**src/rtl/keypad_pkg.sv**
```systemverilog
// Shared definitions for the 4x4 keypad scanner: key layout, candidate encodings
// and the accepted-key state type.
package keypad_pkg;

  // Candidate is {flag, code}: flag=0 means a single valid key with hex code.
  typedef logic [4:0] cand_t;

  localparam cand_t CAND_NONE    = 5'h10;
  localparam cand_t CAND_INVALID = 5'h1F;

  // KEYMAP[row][col] -> hex code printed on the keypad
  localparam logic [3:0] KEYMAP [4][4] = '{
    '{4'h1, 4'h2, 4'h3, 4'hA},
    '{4'h4, 4'h5, 4'h6, 4'hB},
    '{4'h7, 4'h8, 4'h9, 4'hC},
    '{4'h0, 4'hF, 4'hE, 4'hD}
  };

  typedef enum logic {
    KEY_UP,
    KEY_DOWN
  } key_state_e;

endpackage

```
**src/rtl/keypad_decode.sv**
```systemverilog
// Combinational decode of one full 16-bit scan map (bit 4*col+row = pressed)
// into a single-key candidate, NONE, or INVALID for multiple keys.
module keypad_decode
  import keypad_pkg::*;
(
  input  logic [15:0] map,
  output logic [4:0]  cand
);

  logic [4:0] hits;

  always_comb begin
    hits = '0;
    cand = CAND_NONE;
    for (int unsigned c = 0; c < 4; c++) begin
      for (int unsigned r = 0; r < 4; r++) begin
        if (map[4*c+r]) begin
          hits = hits + 5'd1;
          cand = {1'b0, KEYMAP[r][c]};
        end
      end
    end
    if (hits > 5'd1) cand = CAND_INVALID;
  end

endmodule

```
**src/rtl/keypad_scanner.sv**
```systemverilog
// 4x4 keypad scanner: active-low column drive, synchronized row sampling,
// per-scan decode and debounce producing a hex key code with a press strobe.
module keypad_scanner
  import keypad_pkg::*;
#(
  parameter int unsigned SCAN_DIV       = 100000,
  parameter int unsigned DEBOUNCE_SCANS = 4
) (
  input  logic       clk,
  input  logic       reset_n,
  input  logic [3:0] row,
  output logic [3:0] col,
  output logic [3:0] key_code,
  output logic       key_valid,
  output logic       key_held
);

  localparam int unsigned DW = $clog2(SCAN_DIV);
  localparam int unsigned CW = $clog2(DEBOUNCE_SCANS + 1);
  localparam logic [DW-1:0] DWELL_LAST = DW'(SCAN_DIV - 1);
  localparam logic [CW-1:0] CNT_MAX    = CW'(DEBOUNCE_SCANS);

  logic [3:0]    row_meta, row_sync;
  logic [DW-1:0] dwell;
  logic [1:0]    col_idx;
  logic [15:0]   map, scan_map;
  logic          scan_done;
  logic [4:0]    cand;

  key_state_e    state, state_next;
  logic [3:0]    code_next;
  logic [CW-1:0] cnt, cnt_next;
  cand_t         prev, prev_next;
  cand_t         accepted;
  logic          valid_next;

  always_ff @(posedge clk or negedge reset_n) begin
    if (!reset_n) begin
      row_meta <= '1;
      row_sync <= '1;
    end else begin
      row_meta <= row;
      row_sync <= row_meta;
    end
  end

  // The completed map is registered so decode sees all four columns at once.
  always_ff @(posedge clk or negedge reset_n) begin
    if (!reset_n) begin
      dwell     <= '0;
      col_idx   <= '0;
      map       <= '0;
      scan_map  <= '0;
      scan_done <= 1'b0;
    end else begin
      scan_done <= 1'b0;
      if (dwell == DWELL_LAST) begin
        dwell                <= '0;
        col_idx              <= col_idx + 2'd1;
        map[4*col_idx +: 4]  <= ~row_sync;
        if (col_idx == 2'd3) begin
          scan_map  <= {~row_sync, map[11:0]};
          scan_done <= 1'b1;
        end
      end else begin
        dwell <= dwell + DW'(1);
      end
    end
  end

  assign col = ~(4'b0001 << col_idx);

  keypad_decode u_decode (
    .map  (scan_map),
    .cand (cand)
  );

  assign accepted = (state == KEY_DOWN) ? {1'b0, key_code} : CAND_NONE;

  always_comb begin
    state_next = state;
    code_next  = key_code;
    cnt_next   = cnt;
    prev_next  = prev;
    valid_next = 1'b0;
    if (scan_done) begin
      if (cand == CAND_INVALID) begin
        cnt_next = '0;
      end else begin
        prev_next = cand;
        if (cand == prev) cnt_next = (cnt == CNT_MAX) ? cnt : cnt + CW'(1);
        else              cnt_next = CW'(1);
        if (cnt_next == CNT_MAX && cand != accepted) begin
          if (cand == CAND_NONE) begin
            state_next = KEY_UP;
          end else begin
            state_next = KEY_DOWN;
            code_next  = cand[3:0];
            valid_next = 1'b1;
          end
        end
      end
    end
  end

  always_ff @(posedge clk or negedge reset_n) begin
    if (!reset_n) begin
      state     <= KEY_UP;
      key_code  <= '0;
      cnt       <= '0;
      prev      <= CAND_NONE;
      key_valid <= 1'b0;
    end else begin
      state     <= state_next;
      key_code  <= code_next;
      cnt       <= cnt_next;
      prev      <= prev_next;
      key_valid <= valid_next;
    end
  end

  assign key_held = (state == KEY_DOWN);

endmodule

```
**config.mk**
```make
export PLATFORM = sky130hd
export DESIGN_NAME = keypad_scanner
export DESIGN_NICKNAME = d
export VERILOG_FILES = /design/src/rtl/keypad_pkg.sv /design/src/rtl/keypad_decode.sv /design/src/rtl/keypad_scanner.sv
export SDC_FILE = /design/constraint.sdc
export NUM_CORES = 1
export LEC_CHECK = 0
export BUFFER_PORTS_ARGS = -buffer_cell sky130_fd_sc_hd__clkbuf_2
export CAP_MARGIN = 0
export CORE_MARGIN = 3
export CORE_UTILIZATION = 40
export DETAILED_ROUTE_END_ITERATION = 12
export PLACE_DENSITY = 0.54
export SLEW_MARGIN = 5
export SYNTH_ARGS = -nofsm -noshare
export SYNTH_HDL_FRONTEND = slang
export SYNTH_SLANG_ARGS = --single-unit
```
**constraint.sdc**
```tcl
create_clock -name clk -period 10.1 [get_ports clk]
set_input_delay 1.01 -clock clk [delete_from_list [all_inputs] [get_ports clk]]
set_output_delay 1.01 -clock clk [all_outputs]
set_load 0.05 [all_outputs]
```
Word level (Yosys, flattened, before mapping)
Index checks and enable logic that the tools add are counted.
Storage, ports and cells
  register bits after elaboration: 74
  bits in latches: 0
  RAM bits: 0
  memory bits (read-only): 0
  bits of input ports: 6
  output and inout bits: 10
  logic and storage cells: 99
  memories kept: 0
Operators by class
  add/sub/neg operators: 19
  multipliers: 0
  div/mod/pow operators: 0
  $lt $le $gt $ge: 1
  equality and inequality tests: 8
  shift-type cells: 3
  muxes and demuxes: 47
  bitwise gates (word level): 4
  reduce and logical (&&, ||, !) cells: 5
Operator list (count)
  2-to-1 mux 5 bit: 33
  adder 5 x 1 -> 5 bit, second input constant: 14
  negator 4 -> 34 bit: 1
  variable shift 4 x 34 -> 16 bit, first input constant: 1
  indexed part select 4 x 34 -> 16 bit: 1
  adder 17 x 1 -> 17 bit, second input constant: 1
  equality test 17 bit, second input constant: 1
  2-to-1 mux 17 bit: 1
  bitwise mux 16 bit: 1
  2-to-1 mux 3 bit: 5
  equality test 5 bit, second input constant: 2
  NOT 4 bit: 2
  2-to-1 mux 1 bit: 7
  equality test 3 bit, second input constant: 2
  equality test 5 bit: 1
  > comparator 5 x 1 -> 1 bit, second input constant: 1
  inequality test 5 bit: 1
  AND reduction 2 bit: 2
  AND reduction 4 bit: 1
  left shift 1 x 2 -> 4 bit, first input constant: 1
  adder 3 x 1 -> 3 bit, second input constant: 1
  AND reduction 3 bit: 1
  adder 1 x 1 -> 2 bit, second input constant: 1
  adder 2 x 1 -> 2 bit, second input constant: 1
  other kinds (3): 4

Logic depth before layout (Yosys ltp)
Gate-level depths: netlist (run 1).
  depth after elaboration: 42
  gate-level depth with buffers: 49

Modules after synthesis
From an unflattened synthesis (run 1), not the netlist that was laid out.
Second synthesis, totals
  cells, all modules: 542
  area total of the unflattened synthesis: 5245.0 µm²
By module, submodules not included
  keypad_scanner: instances 1, cells each 256, area an instance 3074.2 µm², seq. area each 1762.9 µm²
  keypad_decode: instances 1, cells each 286, area an instance 2170.8 µm², seq. area each 0.0 µm²

Worst setup path after synthesis (run 1)
No wires, ideal clock.
  kind: register to register
  start: register scan_map[0]
  end: register state, in the netlist key_held
  library setup time: 0.128 ns
  data arrival time: 8.788 ns
  path slack: 1.184 ns
  cell stages (with the launch flop): 50
  path buffers: 2
  period minus slack after synthesis: 8.916 ns
  cells stage by stage: dfrtp_1 -> inv_1 -> ha_1 -> buf_4 -> xor2_1 -> ha_1 -> nand2b_1 -> o211ai_1 -> o21ai_0 -> xnor2_1 -> a21oi_1 -> ha_1 -> nor2_1 -> or3_1 -> xnor2_1 -> mux2_2 -> ha_1 -> nand2_1 -> [... 14 more ...] -> xnor2_1 -> mux2_2 -> ha_1 -> nand2_1 -> nand2_1 -> ha_1 -> nand2_1 -> xor2_1 -> xnor2_1 -> and3_1 -> nor2_1 -> mux2i_1 -> nand3_1 -> a21o_1 -> a21oi_2 -> buf_6 -> and4_1 -> mux2_1
On the way
  word-level cells in the longest chain between the ends: 40
Ends and longest elaborated chain
  start: declaration: RTL line keypad_scanner.sv:26  | logic [15:0] map, scan_map;
  start signal: assignment: RTL line keypad_scanner.sv:62  | scan_map <= {~row_sync, map[11:0]};
  2-to-1 mux 1 bit: RTL line keypad_decode.sv:17  | if (map[4*c+r]) begin
  adder 1 x 1 -> 2 bit: RTL line keypad_decode.sv:18  | hits = hits + 5'd1;
  2-to-1 mux 5 bit: RTL line keypad_decode.sv:17
  adder 5 x 1 -> 5 bit: RTL line keypad_decode.sv:18
  2-to-1 mux 5 bit: RTL line keypad_decode.sv:17
  adder 5 x 1 -> 5 bit: RTL line keypad_decode.sv:18
  2-to-1 mux 5 bit: RTL line keypad_decode.sv:17
  adder 5 x 1 -> 5 bit: RTL line keypad_decode.sv:18
  [... 24 more ...]
  2-to-1 mux 5 bit (*): RTL line keypad_decode.sv:23  | if (hits > 5'd1) cand = CAND_INVALID;
  equality test 5 bit: RTL line keypad_scanner.sv:91  | if (cand == prev) cnt_next = (cnt == CNT_MAX) ? cnt : cnt + CW'(1);
  2-to-1 mux 3 bit: RTL line keypad_scanner.sv:91
  2-to-1 mux 3 bit: RTL line keypad_scanner.sv:87  | if (cand == CAND_INVALID) begin
  2-to-1 mux 3 bit: RTL line keypad_scanner.sv:86  | if (scan_done) begin
  equality test 3 bit: RTL line keypad_scanner.sv:93  | if (cnt_next == CNT_MAX && cand != accepted) begin
  logical AND 1 bit: RTL line keypad_scanner.sv:93
  AND reduction 3 bit (no line)
  end signal: assignment: RTL line keypad_scanner.sv:114  | state <= state_next;
  end: declaration: RTL line keypad_scanner.sv:30  | key_state_e state, state_next;
Every way passes the cells marked *; elsewhere a longest branch is shown, timed or not. The select of a mux whose other input is x is not followed.
A chain may end at the register's enable or synchronous reset.

Worst setup path after layout (run 1)
  start: register scan_map[1]
  end: register key_code[2]
On the way
  word-level cells in the longest chain between the ends: 38
Ends and longest elaborated chain
  2-to-1 mux 5 bit: RTL line keypad_decode.sv:17
  adder 5 x 1 -> 5 bit: RTL line keypad_decode.sv:18
  2-to-1 mux 5 bit: RTL line keypad_decode.sv:17
  adder 5 x 1 -> 5 bit: RTL line keypad_decode.sv:18
  2-to-1 mux 5 bit: RTL line keypad_decode.sv:17
  adder 5 x 1 -> 5 bit: RTL line keypad_decode.sv:18
  2-to-1 mux 5 bit: RTL line keypad_decode.sv:17
  adder 5 x 1 -> 5 bit: RTL line keypad_decode.sv:18
  [... 22 more ...]
  2-to-1 mux 5 bit (*): RTL line keypad_decode.sv:23
  equality test 5 bit: RTL line keypad_scanner.sv:91
  2-to-1 mux 3 bit: RTL line keypad_scanner.sv:91
  2-to-1 mux 3 bit: RTL line keypad_scanner.sv:87
  2-to-1 mux 3 bit: RTL line keypad_scanner.sv:86
  equality test 3 bit: RTL line keypad_scanner.sv:93
  logical AND 1 bit: RTL line keypad_scanner.sv:93
  AND reduction 4 bit (no line)
  end signal: assignment: RTL line keypad_scanner.sv:115  | key_code <= code_next;
  end: declaration: RTL line keypad_scanner.sv:13  | output logic [3:0] key_code,
Marked as above.

==> results of run 1 <==
## worst max-delay path by stage
stage                                  from                      end  depth (start not counted)
global route        scan_map[2]$_DFFE_PN0P_      prev[3]$_DFFE_PN0P_                         47
global placement    scan_map[0]$_DFFE_PN0P_  key_code[2]$_DFFE_PN0P_                         47
finish              scan_map[1]$_DFFE_PN0P_  key_code[2]$_DFFE_PN0P_                         46
detailed placement  scan_map[0]$_DFFE_PN0P_  key_code[2]$_DFFE_PN0P_                         47
CTS                 scan_map[0]$_DFFE_PN0P_  key_code[2]$_DFFE_PN0P_                         47
floorplan           scan_map[0]$_DFFE_PN0P_     key_held$_DFFE_PN0P_                         49
## worst reg2reg max path, delay by kind of cell, from the launching register on
family	cells	cell delay [ps]
simple gates	14	2170
mux	6	1340
fa+ha+maj	9	2760
buf+inv	1	170
compound gates	9	1310
xor+xnor	7	1130
flops	1	400
## flip-flops by register name, indices dropped and copies added (netlist names)
register and count:
map 12, dwell 17, prev 5, key_code 4, key_valid 1, row_sync 4
scan_map 16, key_held 1, scan_done 1, row_meta 4, col_idx 2, cnt 3
## cells by family after synthesis
group	count (synthesis)	synth area share
flops	70	0.335
xor+xnor	73	0.147
mux	26	0.0542
compound gates	115	0.150
fa+ha+maj	26	0.0618
buf+inv	61	0.0468
simple gates	214	0.205
## report_power, final
group	internal, mW	total, mW	switching, mW
registers	0.284	0.285	0.00140
logic	0.000920	0.00639	0.00547
clock network	0.171	0.280	0.108
## final cells by class
type	count	share of cell area
Tap cell	172	0.0372
Multi-Input combinational cell	454	0.571
Clock inverter	4	0.00390
Sequential cell	70	0.305
Clock buffer	12	0.0426
Inverter	34	0.0221
Timing Repair Buffer	19	0.0182
## cells in the final DEF (no fill, tap or decap), types with 7 or more instances in the layout
| master | count |
|---|---|
| nand3_1 | 28 |
| xor2_1 | 15 |
| nand2_1 | 69 |
| nand4_1 | 12 |
| o31ai_1 | 17 |
| nor3_1 | 14 |
| nor2_1 | 35 |
| clkbuf_16 | 9 |
| xnor2_1 | 44 |
| ha_1 | 25 |
| inv_1 | 30 |
| and3_1 | 8 |
| dfstp_2 | 9 |
| mux2_1 | 7 |
| clkbuf_2 | 14 |
| a21oi_1 | 20 |
| mux2_2 | 13 |
| o21ai_0 | 28 |
| dfrtp_1 | 61 |
| nor2b_1 | 7 |
## through the flow
stage / setup WS (ps) / util
after detailed placement: 359 / 0.429
after global routing: -22.6 / 0.454
after floorplan: 1180 / -
after CTS: 310 / 0.450
after global placement: 710 / 0.429
final: 723 / 0.454
## per-layer routing
| metal | vias to the layer above | routed length, um | global-route usage |
|---|---|---|---|
| li1 | 2093 | - | - |
| met1 | 1945 | 5690 | 0.227 |
| met2 | 56 | 5000 | 0.252 |
| met3 | 12 | 315 | 0.0253 |
| met4 | 0 | 103 | 0.0482 |
| met5 | - | 0 | 0 |
## what timing repair did
item | 4_1_cts | 5_1_grt
buffers inserted | 0 | 1
setup endpoints to repair | 0 | 13
resized for setup | 0 | 9
==> metrics.md, run 1 <==
| Metric | Value |
|---|---|
| Clock Skew | `8.90 ps` |
| DP Cell Count | `748` |
| Clock H-tree levels | `3` |
| Most used cell, CP | `ha_1` |
| Final Max Tran Viols | `0` |
| PD cells | `98.9 nW/um^2` |
| Remaining antenna violation count | `0` |
| Synth area leader | `dfrtp_1` |
| Total wire length | `11,100 um` |
| Count of different cell masters after synthesis | `76` |
| Maximum vdd drop | `0.130 mV` |
| Min Hold Slack | `353 ps` |
| Drt pass-1 iters | `4` |
| Slowest CP cell | `or3_4` |
| Area of the multi-input gates | `3300 um^2` |
| # DRC | `0` |
| Register area share after synthesis | `0.335` |
| Most frequent cell after synthesis | `nand2_1` |
| R2r setup slk | `720 ps` |
| Synth async-reset ratio | `1.00` |
| Final worst path period share | `0.928` |
| Initial antenna violation count | `0` |
| Reg-to-reg endpoint | `key_code[2]$_DFFE_PN0P_` |
| Post-synth top area share | `0.290` |
| CP Data Required Time | `10,310 ps` |
| Hold buffer count at CTS | `0` |
| Worst setup EP type | `flop` |
| Final #Nets | `620` |
| GRT Residual Overflow | `0` |
| Hold_sp | `row_meta[0]$_DFF_PN1_` |
| Clk sinks | `70` |
| Setup Viol. Count Final | `0` |
| I/O pin count | `16` |
| Area contributors post-synth | `dfrtp_1 (29%), xnor2_1 (7.7%), ha_1 (6.2%)` |
| Global-route wire length before repair | `19,200 um` |
| Status | `completed` |
| Non-filler cells, final | `765` |
| Crit-path max cell delay | `420 ps` |
| Post-Syn Area per Cell | `8.99 um^2` |
| Setup CP Type | `flop to flop` |
| N_diodes | `0` |
| Maximum fanout along the worst path | `11` |
| Number of synthesized register bits | `70` |
| Worst Hold Path EP | `row_sync[0]$_DFF_PN1_` |
| Fmax | `107 MHz` |
| Initial Util | `0.414` |
| CTS tree | `yes` |
| Chip height | `121 um` |
| Clock Latency Late Sink | `330 ps` |
| Drt wl/cell | `14.5 um` |
| Placed Area | `5460 um^2` |
| Clock-pin slew on the worst setup and hold paths | `50 ps` |
| Minimum clock period | `9380 ps` |
| Sum Neg Setup Slack | `0 ps` |
| # rows | `41` |
| Min-delay worst type | `flop to flop` |
| Area occupied by registers | `1760 um^2` |
| Global Route Usage Sum | `0.160` |
| LEAKAGE | `2.62 nW` |
| Hold path depth | `0` |
| Share of layout cells above drive strength 1 | `0.142` |
| Full die area | `14,600 um^2` |
| Port Buffers | `15` |
| WP buf/inv | `1` |
| Post-synth top cells | `nand2_1 (69), dfrtp_1 (61), xnor2_1 (46)` |
| Synth Net Count | `617` |
| Mapped Cells | `585` |
| Die W | `121 um` |
| Vias per cell | `5.37` |
| FF-to-FF Start | `scan_map[1]$_DFFE_PN0P_` |
| Worst Setup Start Kind | `flop` |
| Synth warnings | `0` |
| Iter 0 DRT Violations | `241` |
| Clock Tree Buf Depth | `2` |
| Final Power | `571 uW` |
| Number of global-route vias before repair | `3,988` |
| Critical path's top delay family | `adder cells` |
| Arrival time worst endpoint | `9590 ps` |
| Hpwl dp | `8530 um` |
| Final hold vios | `0` |
| Post-synth EDFFs | `0` |
| Area Overhead vs Synth | `9.85%` |
| Final non-filler cell area | `5780 um^2` |
| Largest net degree at the start of global routing | `71` |
| Max_cap viols | `0` |
| RePlAce Congestion | `0.816` |
| Worst slew pin tran | `877 ps` |
| CTS Buf Count | `9` |
| # fillers | `1,293` |
| Reg2Reg Depth | `46` |
| Slew HR | `0.415` |
| Core Area | `12,700 um^2` |
| DR vias | `4,106` |
| Mapped Area | `5260 um^2` |
| Synth Flop Type | `dfrtp_1` |
| Root Buffer | `clkbuf_16` |
Note: power is estimated with default switching activity, not from simulation.
==> run 2, diff against run 1 <==
--- a/config.mk
+++ b/config.mk
@@ -11,6 +11,7 @@
 export CORE_UTILIZATION = 40
 export DETAILED_ROUTE_END_ITERATION = 12
 export PLACE_DENSITY = 0.54
+export RECOVER_POWER = 100
 export SLEW_MARGIN = 5
 export SYNTH_ARGS = -nofsm -noshare
 export SYNTH_HDL_FRONTEND = slang
==> run 2 against run 1 <==
  * The run now ends with max-capacitance violations, max-slew violations left
  * Non-clock buffer count is the same
  * Register-to-register slack is essentially flat
  * Sequential share of layout area grew 0.093 points
  * Global-route usage is the same
  * Sequential power is essentially flat
  * First-iteration DRC count grew 1.2%
  * Flip-flop and latch count is the same
  * Via count grew 0.37%
  * Combinational power shrank 3.9%
  * Power is essentially flat
  * Critical path depth is the same
  * Clock power is essentially flat
  * Critical path type unchanged
  * Critical endpoint unchanged
  * Largest cell class unchanged
==> metrics.md, run 2 (synthesized netlist as in run 1, its figures left out) <==
| Metric | Value |
|---|---|
| CTS Buf Count | `9` |
| CTS tree | `yes` |
| Root Buffer | `clkbuf_16` |
| Pre-CTS setup slack | `359 ps` |
| Hold buffer count at CTS | `0` |
| Hpwl dp | `8530 um` |
| RePlAce Congestion | `0.816` |
| Clock Tree Buf Depth | `2` |
| Most common cell after layout, fill and taps aside | `nand2_1` |
| Core Area | `12,700 um^2` |
| Area Overhead vs Synth | `9.51%` |
| Number of global-route vias before repair | `3,988` |
| Switching share of power | `0.202` |
| Final worst path period share | `0.929` |
| Largest net degree at the start of global routing | `71` |
| LEAKAGE | `2.58 nW` |
| Maximum vdd drop | `0.130 mV` |
| Top reg by flops | `dwell` |
| # DRC | `0` |
| DP Cell Count | `748` |
| Minimum clock period | `9380 ps` |
| Die W | `121 um` |
| Slew HR | `-1.46` |
| Worst setup EP type | `flop` |
| Clock Latency Late Sink | `330 ps` |
| Maximum fanout along the worst path | `11` |
| Most frequent cells in the layout | `nand2_1 (69), dfrtp_1 (61), xnor2_1 (44)` |
| Clk network pwr share | `0.490` |
| Total wire length | `11,100 um` |
| Largest regs | `dwell x17, scan_map x16, map x12` |
| Setup Viol. Count Final | `0` |
| Clock Skew | `7.79 ps` |
| Drt wl/cell | `14.6 um` |
| GRT Residual Overflow | `0` |
| Final Power | `571 uW` |
| Setup CP Type | `flop to flop` |
| Max_cap viols | `1` |
| CP Data Required Time | `10,310 ps` |
| DR vias | `4,121` |
| Worst Setup Start Kind | `flop` |
| Most used cell, CP | `ha_1` |
| PD cells | `99.1 nW/um^2` |
| Worst slew pin tran | `3680 ps` |
| Share of layout cells above drive strength 1 | `0.121` |
| Number of flip-flops in the largest register | `17` |
| Initial Util | `0.414` |
| Clk sinks | `70` |
| Psw | `115 uW` |
| Initial antenna violation count | `0` |
| Clock H-tree levels | `3` |
| Failing checks | `max-capacitance violations, max-slew violations` |
| Final #Nets | `620` |
| Flop pwr share | `0.499` |
| Global-route wire length before repair | `19,200 um` |
| Chip height | `121 um` |
| Drt pass-1 iters | `4` |
| Area occupied by registers | `1760 um^2` |
| Clock-pin slew on the worst setup and hold paths | `50 ps` |
| Internal power | `456 uW` |
| Area of the multi-input gates | `3300 um^2` |
| # fillers | `1,303` |
| Non-filler cells, final | `765` |
| Final hold vios | `0` |
| Status | `finished with violations` |
| Crit-path max cell delay | `420 ps` |
| Fmax | `107 MHz` |
| I/O pin count | `16` |
| Min-delay worst type | `flop to flop` |
| Final Max Tran Viols | `71` |
| Combinational share of power | `0.011` |
| Post-route worst setup slack | `715 ps` |
| Full die area | `14,600 um^2` |
| Global Route Usage Sum | `0.160` |
| Remaining antenna violation count | `0` |
| # rows | `41` |
| Port Buffers | `15` |
| Arrival time worst endpoint | `9600 ps` |
| Iter 0 DRT Violations | `244` |
| Vias per cell | `5.39` |
| Slowest CP cell | `or3_4` |
| N_diodes | `0` |
==> run 2: cell types whose count changed in the layout (fill, tap and decap cells not counted), sizes merged <==
cell / change
clkbuf: +1
buf: -1
==> run 2: timing repair <==
item                                    CTS  global route
resized for setup                         0             9
setup buffers                             0             1
hold endpoints to repair                  0             0
endpoints found under the setup margin    0            13
==> run 2: worst paths after layout <==
check / startpoint / to / slack, ps / cells past startpoint
max: scan_map[1]$_DFFE_PN0P_ / key_code[2]$_DFFE_PN0P_ / 720 / 46
min: row_meta[0]$_DFF_PN1_ / row_sync[0]$_DFF_PN1_ / 350 / 0
max reg2reg: scan_map[1]$_DFFE_PN0P_ / key_code[2]$_DFFE_PN0P_ / 720 / 46
min reg2reg: row_meta[0]$_DFF_PN1_ / row_sync[0]$_DFF_PN1_ / 350 / 0
max in group asynchronous: reset_n / map[1]$_DFFE_PN0P_ / 5980 / 2
min in group asynchronous: reset_n / cnt[1]$_DFFE_PN0P_ / 2050 / 2
==> run 2: cell type report <==
cell class                 instances  share of cell area
multi-input combinational        454               0.573
sequential                        70               0.306
clock buffer                      12              0.0428
tap                              172              0.0374
inverter                          34              0.0221
timing repair buffer              19              0.0152
clock inverter                     4             0.00391
==> run 2: critical path: cells and delay by family (launching register included) <==
| family | cells | cell delay (ps) |
|---|---|---|
| buffers and inverters | 1 | 170 |
| multiplexers | 6 | 1340 |
| AND/OR/NAND/NOR | 14 | 2160 |
| adder cells (fa/ha/maj) | 9 | 2770 |
| XOR/XNOR | 7 | 1140 |
| AO/OA/AOI/OAI | 9 | 1310 |
| flip-flops | 1 | 400 |
==> run 2: metal layers <==
layer	global-route usage	vias up	part of all wire
met2	0.252	60	0.44
li1	-	2090	-
met1	0.227	1953	0.51
met3	0.0253	18	0.030
met4	0.0482	0	0.013
met5	0	-	0
==> run 2: per-stage QoR <==
step,TNS (ps),cell area [um^2],hold slack [ps],util
floorplan,0,5260,345,-
detailed placement,0,5460,347,0.429
global route,-92.1,5760,359,0.453
global placement,0,5460,347,0.429
CTS,0,5720,355,0.450
finish,0,5760,353,0.453
==> run 2: power groups by stage <==
stage	logic (mW)	registers, mW	clock network, mW
after floorplan	0.00000284	0.289	0
after global placement	0.00688	0.290	0
after detailed placement	0.00688	0.290	0
after CTS	0.00693	0.285	0.288
after global routing	0.00739	0.285	0.302
final	0.00614	0.285	0.280
==> run 3, diff against run 2 <==
--- a/config.mk
+++ b/config.mk
@@ -8,9 +8,9 @@
 export BUFFER_PORTS_ARGS = -buffer_cell sky130_fd_sc_hd__clkbuf_2
 export CAP_MARGIN = 0
 export CORE_MARGIN = 3
-export CORE_UTILIZATION = 40
+export CORE_UTILIZATION = 61
 export DETAILED_ROUTE_END_ITERATION = 12
-export PLACE_DENSITY = 0.54
+export PLACE_DENSITY = 0.77
 export RECOVER_POWER = 100
 export SLEW_MARGIN = 5
 export SYNTH_ARGS = -nofsm -noshare
==> run 3 against run 2 <==
  * The flow still finishes with violations (max-capacitance violations, max-slew violations)
  * Hold slack better by 3.3 ps
  * Clock power is 9.3% lower
  * Combinational power is 2% lower
  * Sequential power hardly changed
  * Clock-buffer cell count is 1 lower
  * Maximum frequency is 1.8% lower
  * Critical path depth stayed put
  * Clock skew is 4.5 ps higher
  * Register-to-register slack worse by 180 ps
  * Via count is 0.41% higher
  * Critical path type unchanged
==> metrics.md, run 3 (synthesized netlist as in run 1, its figures left out) <==
| Metric | Value |
|---|---|
| Initial antenna violation count | `0` |
| Final worst path period share | `0.947` |
| Root Buffer | `clkbuf_8` |
| Post-route worst setup slack | `539 ps` |
| Drt wl/cell | `15.2 um` |
| GRT Residual Overflow | `0` |
| Fmax | `105 MHz` |
| Core Area | `8300 um^2` |
| CTS Buf Count | `9` |
| LEAKAGE | `2.58 nW` |
| Crit-path max cell delay | `420 ps` |
| CTS tree | `yes` |
| Die W | `98.9 um` |
| Global-route wire length before repair | `18,200 um` |
| Final core occ | `0.682` |
| Failing checks | `max-capacitance violations, max-slew violations` |
| Slowest CP cell | `or3_4` |
| Worst slew pin tran | `3610 ps` |
| Chip height | `98.9 um` |
| Vias per cell | `5.90` |
| Area Overhead vs Synth | `7.66%` |
| Non-filler cells, final | `701` |
| Initial Util | `0.634` |
| Setup CP Type | `flop to flop` |
| Most common cell after layout, fill and taps aside | `nand2_1` |
| # rows | `33` |
| Clock-pin slew on the worst setup and hold paths | `80 ps` |
| # fillers | `649` |
| Final Max Tran Viols | `71` |
| DR vias | `4,138` |
| Min-delay worst type | `flop to flop` |
| Min Hold Slack | `357 ps` |
| Hpwl dp | `7970 um` |
| Port Buffers | `15` |
| Pre-CTS setup slack | `118 ps` |
| Clk sinks | `70` |
| Most frequent cells in the layout | `nand2_1 (69), dfrtp_1 (61), xnor2_1 (44)` |
| Final #Nets | `623` |
| Setup Viol. Count Final | `0` |
| Maximum fanout along the worst path | `11` |
| Remaining antenna violation count | `0` |
| Final Power | `545 uW` |
| Iter 0 DRT Violations | `195` |
| Clock H-tree levels | `3` |
| Slew HR | `-1.40` |
| Max_cap viols | `1` |
| Number of flip-flops in the largest register | `17` |
| R2r setup slk | `540 ps` |
| Full die area | `9780 um^2` |
| N_diodes | `0` |
| Top reg by flops | `dwell` |
| PD cells | `96.2 nW/um^2` |
| Clock Skew | `12.3 ps` |
| Status | `finished with violations` |
| Final hold vios | `0` |
| Share of layout cells above drive strength 1 | `0.131` |
| DP Cell Count | `680` |
| RePlAce Congestion | `0.905` |
| Minimum clock period | `9560 ps` |
| CP Data Required Time | `10,320 ps` |
| Total wire length | `10,700 um` |
| Arrival time worst endpoint | `9780 ps` |
| I/O pin count | `16` |
| Clock Latency Late Sink | `340 ps` |
| Maximum vdd drop | `0.152 mV` |
| # DRC | `0` |
| Most used cell, CP | `ha_1` |
| Worst Setup Start Kind | `flop` |
| Drt pass-1 iters | `5` |
| Global Route Usage Sum | `0.223` |
| Largest net degree at the start of global routing | `71` |
| Clock Tree Buf Depth | `2` |
| Worst setup EP type | `flop` |
| Largest regs | `dwell x17, scan_map x16, map x12` |
| Number of global-route vias before repair | `3,847` |
==> run 3: cell types whose count changed in the layout (fill, tap and decap cells not counted) <==
| cell | before | now |
|---|---|---|
| clkbuf_8 | 1 | 11 |
| clkbuf_2 | 3 | 4 |
| ha_4 | 1 | 0 |
| clkbuf_1 | 14 | 11 |
| bufinv_16 | 0 | 2 |
| and4_4 | 0 | 1 |
| clkbuf_16 | 9 | 0 |
| and4_2 | 1 | 0 |
| clkinv_2 | 3 | 1 |
| a21oi_4 | 0 | 1 |
| ha_2 | 0 | 1 |
| buf_4 | 3 | 6 |
| clkinv_4 | 0 | 1 |
| a21oi_2 | 1 | 0 |
==> run 3: path summary, 6_finish.rpt <==
| path | from | to | depth (start not counted) |
|---|---|---|---|
| min reg2reg | row_meta[0]$_DFF_PN1_ | row_sync[0]$_DFF_PN1_ | 0 |
| max in group asynchronous | reset_n | dwell[6]$_DFF_PN0_ | 2 |
| min | row_meta[0]$_DFF_PN1_ | row_sync[0]$_DFF_PN1_ | 0 |
| max | scan_map[0]$_DFFE_PN0P_ | key_code[3]$_DFFE_PN0P_ | 46 |
| max reg2reg | scan_map[0]$_DFFE_PN0P_ | key_code[3]$_DFFE_PN0P_ | 46 |
| min in group asynchronous | reset_n | key_valid$_DFF_PN0_ | 2 |
==> run 3: worst max-delay path: cells and delay by family, from the launching register on <==
kind | cells | cell delay (ps)
fa+ha+maj | 9 | 2870
simple gates | 14 | 2180
mux | 6 | 1350
compound gates | 9 | 1330
xor+xnor | 7 | 1140
flops | 1 | 410
buf+inv | 1 | 120
==> run 3: what timing repair did <==
item                                    CTS  global route
resized for setup                         0            10
buffers inserted                          0             5
endpoints found under the setup margin    0            14
hold buffers                              0             0
==> run 3: final cells by class <==
type / count / area, um^2 / share of cell area
Tap cell: 105 / 131 / 0.0232
Inverter: 34 / 128 / 0.0225
Multi-Input combinational cell: 454 / 3300 / 0.582
Timing Repair Buffer: 22 / 111 / 0.0197
Clock inverter: 5 / 81.3 / 0.0144
Sequential cell: 70 / 1760 / 0.311
Clock buffer: 11 / 151 / 0.0267
==> run 3: through the flow <==
stage          area [um^2]  TNS [ps]
3_3_place_gp          5360         0
5_1_grt               5660      -511
6_report              5660         0
3_5_place_dp          5360         0
2_1_floorplan         5260         0
4_1_cts               5600         0
==> run 3: routing by layer <==
metal	track usage	up-vias	wire length, um
li1	-	2079	-
met1	0.324	1983	5220
met2	0.355	64	4980
met3	0.0311	12	330
met4	0.0536	0	132
met5	0	-	0
==> run 3: power by group <==
part | internal (mW) | switching [mW]
sequential | 0.283 | 0.00128
clock | 0.152 | 0.102
combinational | 0.000727 | 0.00528
